### src/rtl/shared_reg_arbiter.sv
// Round-robin write arbiter for a shared W-bit register: one-cycle grants,
// commit on the edge ending the grant, rotating priority after each commit.
module shared_reg_arbiter #(
  parameter int N = 4,
  parameter int W = 8,
  localparam int OW = (N > 1) ? $clog2(N) : 1
) (
  input  logic           clk,
  input  logic           reset,
  input  logic [N-1:0]   req,
  input  logic [N*W-1:0] wdata,
  input  logic           clear,
  output logic [N-1:0]   gnt,
  output logic [W-1:0]   q,
  output logic           wr_done,
  output logic [OW-1:0]  owner,
  output logic           busy
);

  typedef enum logic [0:0] {
    IDLE  = 1'b0,
    GRANT = 1'b1
  } state_t;

  state_t        state_r;
  logic [OW-1:0] sel_r;
  logic [OW-1:0] ptr_r;
  logic [OW-1:0] winner_s;
  logic [W-1:0]  data_s;

  // First requester at or after the pointer, wrapping at N (N need not be a power of 2).
  function automatic logic [OW-1:0] pick_winner(input logic [N-1:0] r, input logic [OW-1:0] p);
    logic [OW-1:0] pick;
    logic          found;
    int            idx;
    pick  = {OW{1'b0}};
    found = 1'b0;
    for (int k = 0; k < N; k++) begin
      idx = int'(p) + k;
      idx = (idx >= N) ? (idx - N) : idx;
      if (!found && r[idx[OW-1:0]]) begin
        found = 1'b1;
        pick  = idx[OW-1:0];
      end else begin
        found = found;
      end
    end
    return pick;
  endfunction

  function automatic logic [W-1:0] select_data(input logic [N*W-1:0] d, input logic [OW-1:0] s);
    logic [W-1:0] r;
    r = {W{1'b0}};
    for (int i = 0; i < N; i++) begin
      r = (s == OW'(i)) ? d[i*W +: W] : r;
    end
    return r;
  endfunction

  function automatic logic [OW-1:0] next_ptr(input logic [OW-1:0] s);
    return (s == OW'(N - 1)) ? {OW{1'b0}} : (s + OW'(1));
  endfunction

  assign winner_s = pick_winner(req, ptr_r);
  assign data_s   = select_data(wdata, sel_r);

  // Arbitration FSM with registered grant, commit and status outputs.
  always_ff @(posedge clk or negedge reset) begin
    if (!reset) begin
      state_r <= IDLE;
      sel_r   <= {OW{1'b0}};
      ptr_r   <= {OW{1'b0}};
      gnt     <= {N{1'b0}};
      q       <= {W{1'b0}};
      wr_done <= 1'b0;
      owner   <= {OW{1'b0}};
      busy    <= 1'b0;
    end else begin
      wr_done <= 1'b0;
      case (state_r)
        IDLE: begin
          if (|req) begin
            sel_r   <= winner_s;
            gnt     <= {{(N-1){1'b0}}, 1'b1} << winner_s;
            busy    <= 1'b1;
            state_r <= GRANT;
          end else begin
            gnt     <= {N{1'b0}};
            busy    <= 1'b0;
            state_r <= IDLE;
          end
        end
        GRANT: begin
          // Requests are ignored here; the granted write commits regardless.
          owner   <= sel_r;
          wr_done <= 1'b1;
          gnt     <= {N{1'b0}};
          busy    <= 1'b0;
          ptr_r   <= next_ptr(sel_r);
          state_r <= IDLE;
        end
        default: begin
          gnt     <= {N{1'b0}};
          busy    <= 1'b0;
          state_r <= IDLE;
        end
      endcase
      // Clear wins over a commit for q only; owner/ptr/wr_done still update above.
      if (clear) begin
        q <= {W{1'b0}};
      end else if (state_r == GRANT) begin
        q <= data_s;
      end else begin
        q <= q;
      end
    end
  end

endmodule

### config.mk
export PLATFORM = sky130hd
export DESIGN_NAME = shared_reg_arbiter
export DESIGN_NICKNAME = d
export VERILOG_FILES = /design/src/rtl/shared_reg_arbiter.sv
export SDC_FILE = /design/constraint.sdc
export NUM_CORES = 1
export LEC_CHECK = 0
export BUFFER_PORTS_ARGS = -buffer_cell sky130_fd_sc_hd__buf_4
export CAP_MARGIN = 40
export CORE_ASPECT_RATIO = 0.9
export CORE_MARGIN = 2
export CORE_UTILIZATION = 24
export CTS_CLUSTER_SIZE = 10
export DETAILED_ROUTE_END_ITERATION = 10
export GPL_TIMING_DRIVEN = 0
export PLACE_DENSITY = 0.52
export SYNTH_ARGS = -nofsm -noshare
export SYNTH_HDL_FRONTEND = slang
export SYNTH_SLANG_ARGS = --single-unit
### constraint.sdc
create_clock -name clk -period 2.6 [get_ports clk]
set_clock_uncertainty 0.2 [all_clocks]
set_input_delay 0.52 -clock clk [delete_from_list [all_inputs] [get_ports clk]]
set_output_delay 0.52 -clock clk [all_outputs]
set_load 0.05 [all_outputs]
; After elaboration in Yosys (flattened, before gate mapping)
; Cells that the tools add are included.
; Widths: inputs -> output; s select.
[word_totals]
out_inout_bits = 16
input_bits = 39
regBits = 20
[op_classes]
n_reduce_logical = 10
shifts = 1
addsub = 8
n_eq_ne = 3
muxes = 31
bitwise = 1
magnitude_cmp = 8
[ops]
columns = operator, n
row1 = $mux 8, 6
row2 = $mux 2, 9
row3 = $lt 2x3->1 const B, 4
row4 = $ge 3x3->1 const B, 3
row5 = $mux 1, 9
row6 = $bmux 1 s2, 4
row7 = $pmux 4 s2, 1
row8 = $sub 2x1->2 const B, 4
row9 = $add 2x2->3 const B, 2
row10 = $eq 2x2->1 const B, 2
row11 = $mux 4, 1
row12 = $reduce_or 4->1, 1
row13 = $shl 1x2->4 const A, 1
row14 = $add 2x1->3 const B, 1
row15 = $ge 2x3->1 const B, 1
row16 = $logic_and 1x1->1, 3
row17 = $logic_not 1->1, 3
row18 = $add 2x1->2 const B, 1
row19 = $eq 2x1->1 const B, 1
row20 = $logic_not 2->1, 1
row21 = $pmux 1 s2, 1
row22 = $reduce_and 2->1, 1
row23 = $reduce_bool 2->1, 1
row24 = $not 1->1, 1

; Logic depth before layout (Yosys ltp)
[depth]
ltp_word = 17
depth_mapped = 7
depth_no_buf = 6

; Worst setup path after synthesis
; No wires, ideal clock.
[synth_path]
path_kind = reg-to-reg
startpoint = register sel_r[0]
endpoint = register q[0]
period_less_slack_ns = 1.729
t_required_ns = 2.268
stages_incl_launch_ff = 7
setup_ns = 0.132
setup_slack_ns = 0.871
arrival_time_ns = 1.398
cell_sequence = dfrtp_1 > inv_1 > ha_1 > or2_2 > clkbuf_1 > a221oi_1 > o31ai_1
[synth_via]
elab_chain_cells = 7
word_cells_on_any_way = 10
[synth_rtl]
columns = element, line
row1 = "start, declared", 26  ; logic [OW-1:0] sel_r;
row2 = "start signal, assigned", 71  ; sel_r <= {OW{1'b0}};
row3 = "start signal, assigned", 83  ; sel_r <= winner_s;
row4 = $logic_not 2->1, 55  ; r = (s == OW'(i)) ? d[i*W +: W] : r;
row5 = $mux 8 (3 in a row), 55
row6 = $mux 8 *, 55
row7 = $mux 8 *, 111  ; end else if (state_r == GRANT) begin
row8 = $mux 8 *, 109  ; if (clear) begin
row9 = "end signal, assigned", 110  ; q <= {W{1'b0}};
row10 = "end signal, assigned", 112  ; q <= data_s;
row11 = "end signal, assigned", 114  ; q <= q;
row12 = "end, declared", 14  ; output logic [W-1:0] q,
; Mark *: on every way between the ends. The rest lies on a longest branch, timed or not. The select of a mux whose other input is x is not followed.
; A chain may end at the register's enable or synchronous reset.

; Final worst setup path
[layout_path]
startpoint = register sel_r[0]
endpoint = register q[5]
; The elaborated chain is that of the path after synthesis.

==> flow_metrics.env <==
export IMPL_tritoncts_num_buffers=3
export IMPL_timing_hold_worst_path_depth=0
export IMPL_timing_max_cap_violations=0
export IMPL_detailedPlacementHpwl_mm=2.46
export IMPL_power_density_nw_per_um2=1190
export IMPL_wp_data_arrival_ns=1.94
export IMPL_detail_route_iter0_violations=53
export IMPL_final_max_slew_violation_count=0
export IMPL_status="completed"
export IMPL_cellLeakagePower_nw=0.778
export IMPL_synth_most_common_cell="sky130_fd_sc_hd__dfrtp_1"
export IMPL_number_of_setup_buffers_added_after_cts=0
export IMPL_transition_time_at_the_pin_with_the_least_slew_margin_ns=0.601
export IMPL_hold_path_startpoint="state_r"
export IMPL_cts_tree="built"
export IMPL_initial_antenna_violation_count=0
export IMPL_critPathKind="reg2reg"
export IMPL_total_switching_power_uw=850
export IMPL_mean_area_per_synthesized_cell_um2=10.6
export IMPL_dieArea_um2=4830
export IMPL_share_comb_of_total_power_pct=55.9
export IMPL_maxClockFrequency_mhz=497
export IMPL_remaining_drc_errors=0
export IMPL_grt_first_pass_wirelength_mm=5.00
export IMPL_netlist_top_cells_count="sky130_fd_sc_hd__dfrtp_1 (20), sky130_fd_sc_hd__nand2_1 (10), sky130_fd_sc_hd__o31ai_1 (8)"
export IMPL_via_per_inst=4.89
export IMPL_synth_nets=140
export IMPL_setup_violations=0
export IMPL_power_internal_mw=1.02
export IMPL_clk_latency_ns=0.26
export IMPL_regToRegStartpoint="sel_r[0]"
export IMPL_area_growth_syn_to_layout_pct=53.2
export IMPL_firstDrtPassIters=4
export IMPL_post_layout_total_power_mw=1.87
export IMPL_htree_levels=1
export IMPL_timing_critical_path_fanout_max=8
export IMPL_netlist_top_cell_by_area="sky130_fd_sc_hd__dfrtp_1"
export IMPL_fp_dieH_um=66.1
export IMPL_layout_filler_cells=415
export IMPL_pwr_share_seq_pct=27.3
export IMPL_final_layout_size_suffix_gt1_share_pct=45.5
export IMPL_ir_drop_v=0.000697
export IMPL_wl_mm=3.12
export IMPL_fin_crit_sh_pct=77.3
export IMPL_grt_setup_unrepaired="false"
export IMPL_row_count=22
export IMPL_cts_sink_count=20
export IMPL_critPathRequiredTime_ns=2.53
export IMPL_fin_hold_ws_ns=0.234
export IMPL_rr_worst_depth=6
export IMPL_synth_flop_cell="sky130_fd_sc_hd__dfrtp_1"
export IMPL_finalNetCount=200
export IMPL_synth_edff_count=0
export IMPL_cts_root_buffer_cell="sky130_fd_sc_hd__clkbuf_8"
export IMPL_critical_path_startpoint="sel_r[0]"
export IMPL_type_of_element_capturing_the_critical_path="register"
export IMPL_relSlewSlack_pct=59.8
export IMPL_timing_setup_tns_ns=0
export IMPL_clkSlewWorstSetupHoldPaths_ns=0.08
export IMPL_ctsLongestPathBuffers=2
export IMPL_number_of_port_buffers=54
export IMPL_min_delay_path_class="reg2reg"
export IMPL_power_switching_share_pct=45.5
export IMPL_critPathLaunchType="register"
export IMPL_gpl_final_weighted_congestion=0.747
export IMPL_netlist_top_cells_area="sky130_fd_sc_hd__dfrtp_1 (49%), sky130_fd_sc_hd__a221oi_1 (6.0%), sky130_fd_sc_hd__o31ai_1 (5.8%)"
export IMPL_synth_cell_area_um2=1030
export IMPL_power_share_clock_pct=16.8
export IMPL_final_hold_violation_count=0
export IMPL_dp_cells=199
export IMPL_fp_dieW_um=73.0
export IMPL_synth_async_reset_ratio_pct=100
export IMPL_period_needed_ns=2.01
export IMPL_first_global_vias=1078
export IMPL_synth_top_cell_area_share_pct=48.7
export IMPL_synth_cell_type_count=29
export IMPL_drt_wirelength_per_cell_um=15.3
export IMPL_final_cell_count_no_fill=204
export IMPL_yosysWarningCount=0
export IMPL_boundary_pin_count=55
export IMPL_grt_use_total_pct=13.5
export IMPL_initial_core_util_pct=25.1
export IMPL_maximum_number_of_pins_on_one_net_before_global_route_repair=21
export IMPL_antenna_cells=0
export IMPL_detailroute_via_count=998
export IMPL_worst_slack_ns=0.590
export IMPL_core_area_um2=4100
export IMPL_post_route_ant_nets=0
export IMPL_synth_register_bits=20
export IMPL_dpl_worst_slack_ns=0.624
export IMPL_post_synth_inst_count=97
export IMPL_synth_sequential_area_ratio_pct=48.7
export IMPL_gr_total_overflow=0
==> final timing paths <==
| check | to | slack [ns] |
|---|---|---|
| setup reg to reg | q[5] | 0.59 |
| min in group asynchronous | ptr_r[1] | 0.47 |
| hold / removal | wr_done | 0.23 |
| setup / recovery | q[5] | 0.59 |
| hold reg to reg | wr_done | 0.23 |
| max in group asynchronous | q[0] | 1.52 |
==> per-stage QoR <==
step                area [um^2]  util, %
global route               1580     38.4
detailed placement         1490     36.4
finish                     1580     38.4
floorplan                  1030        -
CTS                        1580     38.4
global placement           1490     36.4
==> repair_timing <==
| action | 4_1_cts | 5_1_grt |
|---|---|---|
| hold buffers | 1 | 0 |
| hold endpoints to repair | 20 | 0 |
| resized for setup | 0 | 0 |
==> power groups by stage <==
stage	logic, mW	registers, mW	clock network (mW)
floorplan	0.432	0.801	0
global placement	1.04	0.514	0
detailed placement	1.05	0.519	0
CTS	1.05	0.515	0.319
global route	1.13	0.532	0.336
finish	1.04	0.511	0.313
==> placed cells by master (no fill, tap or decap), drive strengths merged <==
cell type     n
a211oi        1
a21oi         5
a221oi        7
a311oi        1
and3          1
and3b         2
buf          58
bufinv        1
clkbuf        4
dfrtp        20
dlygate4sd3   1
ha            4
inv           6
mux2          5
mux2i         1
nand2        10
nand2b        2
nand3         1
nor2          4
nor2b         1
nor4          2
o21ai         2
o22ai         7
o2bb2a        1
o31ai         8
or2           1
==> layer usage <==
metal	vias to the layer above	GRT usage, %	share of wire (%)
met5	-	0	0
met4	0	0.463	0.58
met3	2	4.73	7.3
met2	40	23.5	48
met1	472	16.9	44
li1	484	-	-
==> worst max-delay path, stage by stage, from the launching register on <==
cell and delay [ns]:
sky130_fd_sc_hd__dfrtp_1 0.44, sky130_fd_sc_hd__inv_1 0.11, sky130_fd_sc_hd__ha_1 0.23, sky130_fd_sc_hd__or2_2 0.30, sky130_fd_sc_hd__clkbuf_1 0.22, sky130_fd_sc_hd__a211oi_1 0.30
sky130_fd_sc_hd__o31ai_1 0.09
==> cell families after synthesis <==
family / after synthesis / share of synthesized area [%]
AO/OA/AOI/OAI: 32 / 22.7
adder cells (fa/ha/maj): 4 / 4.87
buffers and inverters: 11 / 4.38
flip-flops: 20 / 48.7
multiplexers: 6 / 7.18
AND/OR/NAND/NOR: 24 / 12.2
==> state kept, by name (all words and copies together) (netlist names) <==
name     flops
gnt          4
ptr_r        2
owner        2
state_r      1
sel_r        2
q            8
wr_done      1
==> cell type report <==
| type | count | area [um^2] | area share [%] |
|---|---|---|---|
| Sequential cell | 20 | 500 | 31.8 |
| Multi-Input combinational cell | 66 | 483 | 30.7 |
| Timing Repair Buffer | 55 | 415 | 26.4 |
| Tap cell | 48 | 60.1 | 3.81 |
| Clock buffer | 3 | 41.3 | 2.62 |
| Clock inverter | 1 | 30.0 | 1.91 |
| Buffer | 5 | 22.5 | 1.43 |
| Inverter | 6 | 22.5 | 1.43 |
Power figures use the tool's default switching activity.
